==> src/rtl/pipeline_sequencer.sv <==
// Central pipeline sequencer: owns per-latch enable/flush, run/step/halt modes,
// halt drain and saturating advance/stall counters for an N-stage pipeline.
module pipeline_sequencer #(
    parameter int NUM_STAGES  = 5,
    parameter int STALL_LATCH = 1,
    parameter int FLUSH_DEPTH = 3,
    parameter int CNT_BITS    = 32
) (
    input  logic                  clk,
    input  logic                  rst,
    input  logic                  i_start,
    input  logic                  i_step_req,
    input  logic [CNT_BITS-1:0]   i_step_count,
    input  logic                  i_stop,
    input  logic                  i_stall,
    input  logic                  i_taken,
    input  logic                  i_halt_detect,
    output logic                  o_pc_en,
    output logic [NUM_STAGES-2:0] o_latch_en,
    output logic [NUM_STAGES-2:0] o_latch_flush,
    output logic                  o_busy,
    output logic                  o_halted,
    output logic [CNT_BITS-1:0]   o_cycle_count,
    output logic [CNT_BITS-1:0]   o_stall_count,
    output logic [2:0]            o_dbg_state
);

    localparam int NL = NUM_STAGES - 1;
    localparam int DW = $clog2(NUM_STAGES) + 1;

    typedef enum logic [2:0] {
        S_IDLE   = 3'd0,
        S_RUN    = 3'd1,
        S_STEP   = 3'd2,
        S_DRAIN  = 3'd3,
        S_HALTED = 3'd4
    } state_t;

    // Mask with bits [n-1:0] set, clipped to the latch count.
    function automatic logic [NL-1:0] below_mask(input int n);
        logic [NL-1:0] m;
        m = '0;
        for (int i = 0; i < NL; i++) begin
            m[i] = (i < n);
        end
        return m;
    endfunction

    localparam logic [NL-1:0] ALL_MASK    = '1;
    localparam logic [NL-1:0] HOLD_MASK   = below_mask(STALL_LATCH);
    localparam logic [NL-1:0] BUBBLE_MASK = below_mask(STALL_LATCH + 1) & ~HOLD_MASK;
    localparam logic [NL-1:0] REDIR_MASK  = below_mask(FLUSH_DEPTH);
    localparam logic [NL-1:0] DRAIN_MASK  = below_mask(1);

    localparam logic [CNT_BITS-1:0] CNT_ONE  = {{(CNT_BITS-1){1'b0}}, 1'b1};
    localparam logic [CNT_BITS-1:0] CNT_ZERO = '0;
    localparam logic [CNT_BITS-1:0] CNT_MAX  = '1;
    localparam logic [DW-1:0]       DRAIN_LEN = DW'(NL);
    localparam logic [DW-1:0]       DRAIN_ONE = DW'(1);

    state_t              r_state;
    logic [CNT_BITS-1:0] r_step_rem;
    logic [DW-1:0]       r_drain_rem;
    logic                r_saved_step;
    logic [CNT_BITS-1:0] r_cycle_cnt;
    logic [CNT_BITS-1:0] r_stall_cnt;

    state_t              w_state_nxt;
    logic [CNT_BITS-1:0] w_step_rem_nxt;
    logic [DW-1:0]       w_drain_rem_nxt;
    logic                w_saved_step_nxt;
    logic                w_advance;
    logic                w_redirect;
    logic                w_stall_cyc;

    // i_start / i_step_req / i_stop are single-cycle pulses with no handshake;
    // start and step requests are only looked at while IDLE.
    always_comb begin
        w_advance   = (r_state == S_DRAIN) ||
                      (((r_state == S_RUN) || (r_state == S_STEP)) && !i_stop);
        w_redirect  = w_advance && i_taken;
        w_stall_cyc = w_advance && !i_taken && i_stall && (r_state != S_DRAIN);
    end

    always_ff @(posedge clk or negedge rst) begin
        if (!rst) begin
            r_state      <= S_IDLE;
            r_step_rem   <= CNT_ZERO;
            r_drain_rem  <= '0;
            r_saved_step <= 1'b0;
            r_cycle_cnt  <= CNT_ZERO;
            r_stall_cnt  <= CNT_ZERO;
        end else begin
            r_state      <= w_state_nxt;
            r_step_rem   <= w_step_rem_nxt;
            r_drain_rem  <= w_drain_rem_nxt;
            r_saved_step <= w_saved_step_nxt;
            if (w_advance && (r_cycle_cnt != CNT_MAX)) begin
                r_cycle_cnt <= r_cycle_cnt + CNT_ONE;
            end
            if (w_stall_cyc && (r_stall_cnt != CNT_MAX)) begin
                r_stall_cnt <= r_stall_cnt + CNT_ONE;
            end
        end
    end

    always_comb begin
        w_state_nxt      = r_state;
        w_step_rem_nxt   = r_step_rem;
        w_drain_rem_nxt  = r_drain_rem;
        w_saved_step_nxt = r_saved_step;
        case (r_state)
            S_IDLE: begin
                if (i_start) begin
                    w_state_nxt = S_RUN;
                end else if (i_step_req) begin
                    w_state_nxt    = S_STEP;
                    w_step_rem_nxt = (i_step_count == CNT_ZERO) ? CNT_ONE : i_step_count;
                end
            end
            S_RUN, S_STEP: begin
                if (i_stop) begin
                    w_state_nxt = S_IDLE;
                end else begin
                    if (r_state == S_STEP) begin
                        w_step_rem_nxt = r_step_rem - CNT_ONE;
                    end
                    // A halt is only accepted on a plain advance cycle.
                    if (!i_taken && !i_stall && i_halt_detect) begin
                        w_state_nxt      = S_DRAIN;
                        w_drain_rem_nxt  = DRAIN_LEN;
                        w_saved_step_nxt = (r_state == S_STEP);
                    end else if ((r_state == S_STEP) && (r_step_rem == CNT_ONE)) begin
                        w_state_nxt = S_IDLE;
                    end
                end
            end
            S_DRAIN: begin
                if (i_taken) begin
                    // Halt was on the wrong path: resume the interrupted mode.
                    if (!r_saved_step) begin
                        w_state_nxt = S_RUN;
                    end else if (r_step_rem == CNT_ZERO) begin
                        w_state_nxt = S_IDLE;
                    end else begin
                        w_state_nxt = S_STEP;
                    end
                end else begin
                    w_drain_rem_nxt = r_drain_rem - DRAIN_ONE;
                    if (r_drain_rem == DRAIN_ONE) begin
                        w_state_nxt = S_HALTED;
                    end
                end
            end
            S_HALTED: begin
                w_state_nxt = S_HALTED;
            end
            default: begin
                w_state_nxt = S_IDLE;
            end
        endcase
    end

    always_comb begin
        o_pc_en       = 1'b0;
        o_latch_en    = '0;
        o_latch_flush = '0;
        o_busy        = (r_state == S_RUN) || (r_state == S_STEP) || (r_state == S_DRAIN);
        o_halted      = (r_state == S_HALTED);
        if (w_redirect) begin
            o_pc_en       = 1'b1;
            o_latch_en    = ALL_MASK;
            o_latch_flush = REDIR_MASK;
        end else if (r_state == S_DRAIN) begin
            o_latch_en    = ALL_MASK;
            o_latch_flush = DRAIN_MASK;
        end else if (w_stall_cyc) begin
            o_latch_en    = ALL_MASK & ~HOLD_MASK;
            o_latch_flush = BUBBLE_MASK;
        end else if (w_advance) begin
            o_pc_en    = 1'b1;
            o_latch_en = ALL_MASK;
        end
    end

    assign o_cycle_count = r_cycle_cnt;
    assign o_stall_count = r_stall_cnt;
    assign o_dbg_state   = r_state;

endmodule

==> config.mk <==
export PLATFORM = sky130hd
export DESIGN_NAME = pipeline_sequencer
export DESIGN_NICKNAME = d
export VERILOG_FILES = /design/src/rtl/pipeline_sequencer.sv
export SDC_FILE = /design/constraint.sdc
export NUM_CORES = 1
export LEC_CHECK = 0
export CAP_MARGIN = 40
export CORE_MARGIN = 10
export CORE_UTILIZATION = 56
export DETAILED_ROUTE_END_ITERATION = 6
export PLACE_DENSITY = 0.91
export SLEW_MARGIN = 20
export SYNTH_ARGS = -nofsm -noshare
export SYNTH_HDL_FRONTEND = slang
export SYNTH_SLANG_ARGS = --single-unit
==> constraint.sdc <==
create_clock -name clk -period 7.3 [get_ports clk]
set_input_delay 1.095 -clock clk [delete_from_list [all_inputs] [get_ports clk]]
set_output_delay 1.095 -clock clk [all_outputs]
set_load 0.05 [all_outputs]
# Yosys cells after proc, flatten, opt, wreduce, memory -nomap -nowiden
# Index checks and enable logic that the tools add are counted.
[totals]
wordCells = 86
ff_bits = 104
out_inout_bits = 78
input_bits = 40
[classes]
n_addsub = 4
n_eq_ne = 18
n_bitwise = 1
n_reduce_logical = 26
muxes = 31
[ops]
columns = ["cell", "count"]
rows = [
  ["$mux W32", 5],
  ["$add A32 B1 Y32 const B", 2],
  ["$logic_not A32 Y1", 2],
  ["$ne A32 B32 Y1 const B", 2],
  ["$pmux W32 S2", 1],
  ["$eq A32 B1 Y1 const B", 1],
  ["$sub A32 B1 Y32 const B", 1],
  ["$mux W4", 7],
  ["$mux W3", 8],
  ["$ne A2 B2 Y1 const B", 6],
  ["$pmux W3 S4", 1],
  ["$logic_and A1 B1 Y1", 10],
  ["$mux W2", 4],
  ["$pmux W4 S2", 1],
  ["$eq A3 B2 Y1 const B", 2],
  ["$ne A3 B2 Y1 const B", 2],
  ["$reduce_and A3 Y1", 2],
  ["$reduce_and A5 Y1", 1],
  ["$eq A4 B1 Y1 const B", 1],
  ["$mux W1", 4],
  ["$ne A4 B4 Y1 const B", 1],
  ["$reduce_and A4 Y1", 1],
  ["$reduce_bool A2 Y1", 2],
  ["$sub A4 B1 Y4 const B", 1],
  ["8 further kinds", 12],
]

# Depth between registers and ports, before layout
[logic_depth]
word_depth = 10
depth_mapped = 8
ltp_nobuf = 7

# Worst setup path before layout
# No wires, ideal clock.
[synth_path]
path_type = "input port to output port"
from = "in i_taken"
to = "out o_latch_flush[1]"
slack_ns = 3.609
t_arrival_ns = 2.596
required_time_ns = 6.205
path_buffers = 2
path_stages = 5
path_cell_list = "buf_2 or4b_1 nand2b_1 clkbuf_1 nand2b_1"
[synth_via]
elab_chain_len = 7
elab_cells_between_ends = 8
classes_between = "3 x mux; 5 x reduce/logical"
[synth_rtl]
columns = ["element", "line_no", "text"]
rows = [
  ["start: declaration", "16", "input logic i_taken,"],
  ["$logic_not A1 Y1", "82", "w_stall_cyc = w_advance && !i_taken && i_stall && (r_state != S_DRAIN);"],
  ["$logic_and A1 B1 Y1 (3 in series)", "82", ""],
  ["$mux W2", "177", "end else if (w_stall_cyc) begin"],
  ["$mux W2", "174", "end else if (r_state == S_DRAIN) begin"],
  ["$mux W3 (*)", "170", "if (w_redirect) begin"],
  ["end: declaration", "20", "output logic [NUM_STAGES-2:0] o_latch_flush,"],
]
# Mark *: on every way between the ends. The rest lies on a longest branch, timed or not.

# Worst setup path in the final report
# Ends and elaborated chain as after synthesis.

==> flow_metrics.py <==
metrics = {
    "status": {
        "outcome": "finished clean",
    },
    "drt": {
        "postRouteAntennaNets": 0,
        "avgViaCountPerCell": 6.35,
        "wire_per_inst_um": 18.4,
        "vias": 5712,
        "wirelength_um": 16500,
        "drtIter0Drc": 636,
        "drc": 0,
        "drtPass1Iterations": 5,
    },
    "clock_tree": {
        "post-cts-setup-buffers": 0,
        "cts_sinks": 104,
        "numCtsBuffers": 9,
        "postCtsHoldBufs": 0,
        "cts_buffer_depth": 2,
        "clk_pin_slew_worst_paths_ps": 110,
        "ctsResizeCount": 0,
        "cts_max_level": 3,
        "root_buffer": "clkbuf_8",
        "clock_latency_ps": 360,
        "cts_tree": "yes",
    },
    "cells_and_area": {
        "fin_util": 0.722,
        "finalNetCount": 805,
        "seqCellArea_um2": 2600,
        "stdcell_count": 900,
        "multiInputGateArea_um2": 3080,
        "area_delta_synth_final_pct": 25.8,
        "drive_gt1_frac": 0.0471,
        "num_antenna_cells": 0,
        "fill_cells": 737,
    },
    "synth": {
        "synth_edf_count": 0,
        "synth_ff_type": "dfrtp_1",
        "syn_area_per_cell_um2": 8.96,
        "synth.distinct_cells": 59,
        "syn_nets": 704,
        "synthArstFlopShare": 1.00,
        "netlist_instances": 658,
        "yosys_register_bits": 104,
        "syn-cell-area_um2": 5900,
        "synth-seq-area-share": 0.441,
        "ys_warn_count": 0,
    },
    "timing": {
        "tightest_slew_ps": 834,
        "rsz0062_at_grt": "no",
        "maxSlewViolCount": 0,
        "layout_min_cycle_time_ps": 4860,
        "holdWs_ps": 499,
        "finalCritPeriodShare": 0.666,
        "fin_skew_ps": 18.0,
        "setup_viol": 0,
        "hold_violations": 0,
        "slew_headroom": 0.442,
        "setup_tns_ps": 0,
        "fmax_ghz": 0.206,
    },
    "power_and_ir_drop": {
        "ir_drop_mv": 0.251,
        "power.density_nw_per_um2": 330,
        "p_total_mw": 2.45,
        "leakage_nw": 3.04,
    },
    "global_route": {
        "antenna_found_initial": 0,
        "grt_pass1_vias": 5405,
        "grt_first_pass_wirelength_um": 26100,
        "overflow": 0,
        "grt_max_degree": 39,
        "grt_usage": 0.209,
    },
    "floorplan": {
        "ios": 118,
        "die_area_um2": 15000,
        "core_um2": 10300,
        "die_h_um": 123,
        "die_width_um": 123,
        "rows": 37,
        "initial_utilization": 0.574,
    },
    "setup_path": {
        "crit_buf_inv": 2,
        "critPathMaxStageDelay_ps": 820,
        "path_cells": "clkdlybuf4s50_1, or4b_1, nand2b_1, nand2b_1, clkdlybuf4s50_1",
        "path_max_fanout": 15,
        "path_class": "input port to primary output",
        "crit_family": "buffers and inverters",
        "slowest_stage": "clkdlybuf4s50_1",
        "cp.arrival_ps": 3770,
        "end_kind": "primary output",
        "start_kind": "input port",
        "cp.required_ps": 6200,
    },
    "place": {
        "io_buffers": 116,
        "placed_cells": 883,
        "dp_hpwl_um": 12300,
        "globalplace.congestion": 0.956,
    },
    "worst_hold_path": {
        "min_path_type": "flop to flop",
    },
    "flow_run": {
        "maxCapViolCount": 0,
    },
}
kinds of logic (layout without fill, tap and decap cells):
group                    Yosys count  count (layout)  share of synthesized area
other                              1               1                   0.000636
AND/OR/NAND/NOR                  300             300                      0.270
multiplexers                       3               3                    0.00573
adder cells (fa/ha/maj)            6               6                     0.0127
XOR/XNOR                          63              63                     0.0936
flip-flops                       104             104                      0.441
AO/OA/AOI/OAI                    126             126                      0.137
buffers and inverters             55             161                     0.0392
area by class of cell:
type	count	area share
repair buffers	124	0.173
flip-flops and latches	104	0.351
well taps	136	0.0229
multi-input cells	499	0.415
inverters	21	0.0106
clock inverters	5	0.00843
clock buffers	11	0.0191
report_power, final:
group / internal [mW] / switching (mW)
clock network: 0.171 / 0.203
logic: 0.441 / 0.745
registers: 0.711 / 0.181
total: 1.32 / 1.13
Yosys cell counts, drive strengths merged (2+ instances only):
| master | count | area share |
|---|---|---|
| nor3 | 45 | 0.039 |
| nor2 | 57 | 0.036 |
| and3 | 11 | 0.012 |
| nand3 | 38 | 0.032 |
| nor2b | 2 | 0.0021 |
| or2 | 2 | 0.0021 |
| buf | 8 | 0.0093 |
| o311ai | 2 | 0.0030 |
| a311oi | 3 | 0.0045 |
| nand4 | 25 | 0.027 |
| and2 | 4 | 0.0042 |
| o22ai | 9 | 0.0095 |
| and4 | 5 | 0.0074 |
| xnor2 | 26 | 0.039 |
| ha | 6 | 0.013 |
| nor3b | 4 | 0.0051 |
| o211ai | 3 | 0.0038 |
| mux2 | 3 | 0.0057 |
| nor4 | 25 | 0.027 |
| a211oi | 2 | 0.0025 |
| a21oi | 38 | 0.032 |
| nand4b | 2 | 0.0030 |
| a31o | 2 | 0.0030 |
| or3 | 7 | 0.0083 |
| or4 | 14 | 0.018 |
| a2bb2oi | 10 | 0.015 |
| o21a | 3 | 0.0038 |
| inv | 21 | 0.013 |
| nand2b | 6 | 0.0064 |
| a31oi | 8 | 0.0085 |
| dfrtp | 104 | 0.44 |
| o22a | 6 | 0.0089 |
| a41o | 4 | 0.0068 |
| o2bb2ai | 2 | 0.0030 |
| nand2 | 48 | 0.031 |
| o21ai | 27 | 0.023 |
| xor2 | 37 | 0.055 |
| clkbuf | 26 | 0.017 |
metal layers:
metal	vias up	wire [µm]	track usage
li1	2604	-	-
met3	37	1320	0.0450
met5	-	0	0
met1	2776	6430	0.247
met2	295	8420	0.368
met4	0	365	0.0722
through the flow:
| step | worst slack, ps | instance area (µm²) |
|---|---|---|
| floorplan | 3610 | 5900 |
| global placement | 2510 | 7090 |
| detailed placement | 2480 | 7200 |
| CTS | 2470 | 7410 |
| global route | 2370 | 7420 |
| finish | 2440 | 7420 |
path summary, 6_finish.rpt:
check,from,to,slack [ps],cells after the start
min,o_stall_count[31]$_DFFE_PN0P_,o_stall_count[31]$_DFFE_PN0P_,500,1
max reg2reg,r_step_rem[0]$_DFFE_PN0P_,o_dbg_state[1]$_DFFE_PN0P_,4580,7
min in group asynchronous,rst,r_step_rem[17]$_DFFE_PN0P_,580,1
max,i_taken,o_latch_flush[1],2440,5
max in group asynchronous,rst,r_drain_rem[1]$_DFFE_PN0P_,5670,4
min reg2reg,o_stall_count[31]$_DFFE_PN0P_,o_stall_count[31]$_DFFE_PN0P_,500,1
cells in the final DEF (no fill, tap or decap), drive strengths merged, types with 3 or more instances in the layout:
cell,count
inv,23
a21oi,38
and3,11
nand2,48
nor3,45
o21a,3
a41o,4
dfrtp,104
a31oi,8
o211ai,3
nand4,25
nand3,38
and4,5
and2,4
a311oi,3
o21ai,27
nor3b,4
xor2,37
clkdlybuf4s50,115
nor4,25
o22ai,9
ha,6
nor2,57
xnor2,26
or4,14
clkbuf,12
buf,8
or3,7
nand2b,6
a2bb2oi,10
mux2,3
o22a,6
sequential cells by signal, indices dropped and copies added, names as in the netlist:
name and count:
r_step_rem 32, r_saved_step 1, o_stall_count 32, r_drain_rem 4, o_dbg_state 3, o_cycle_count 32
Power figures use the tool's default switching activity.
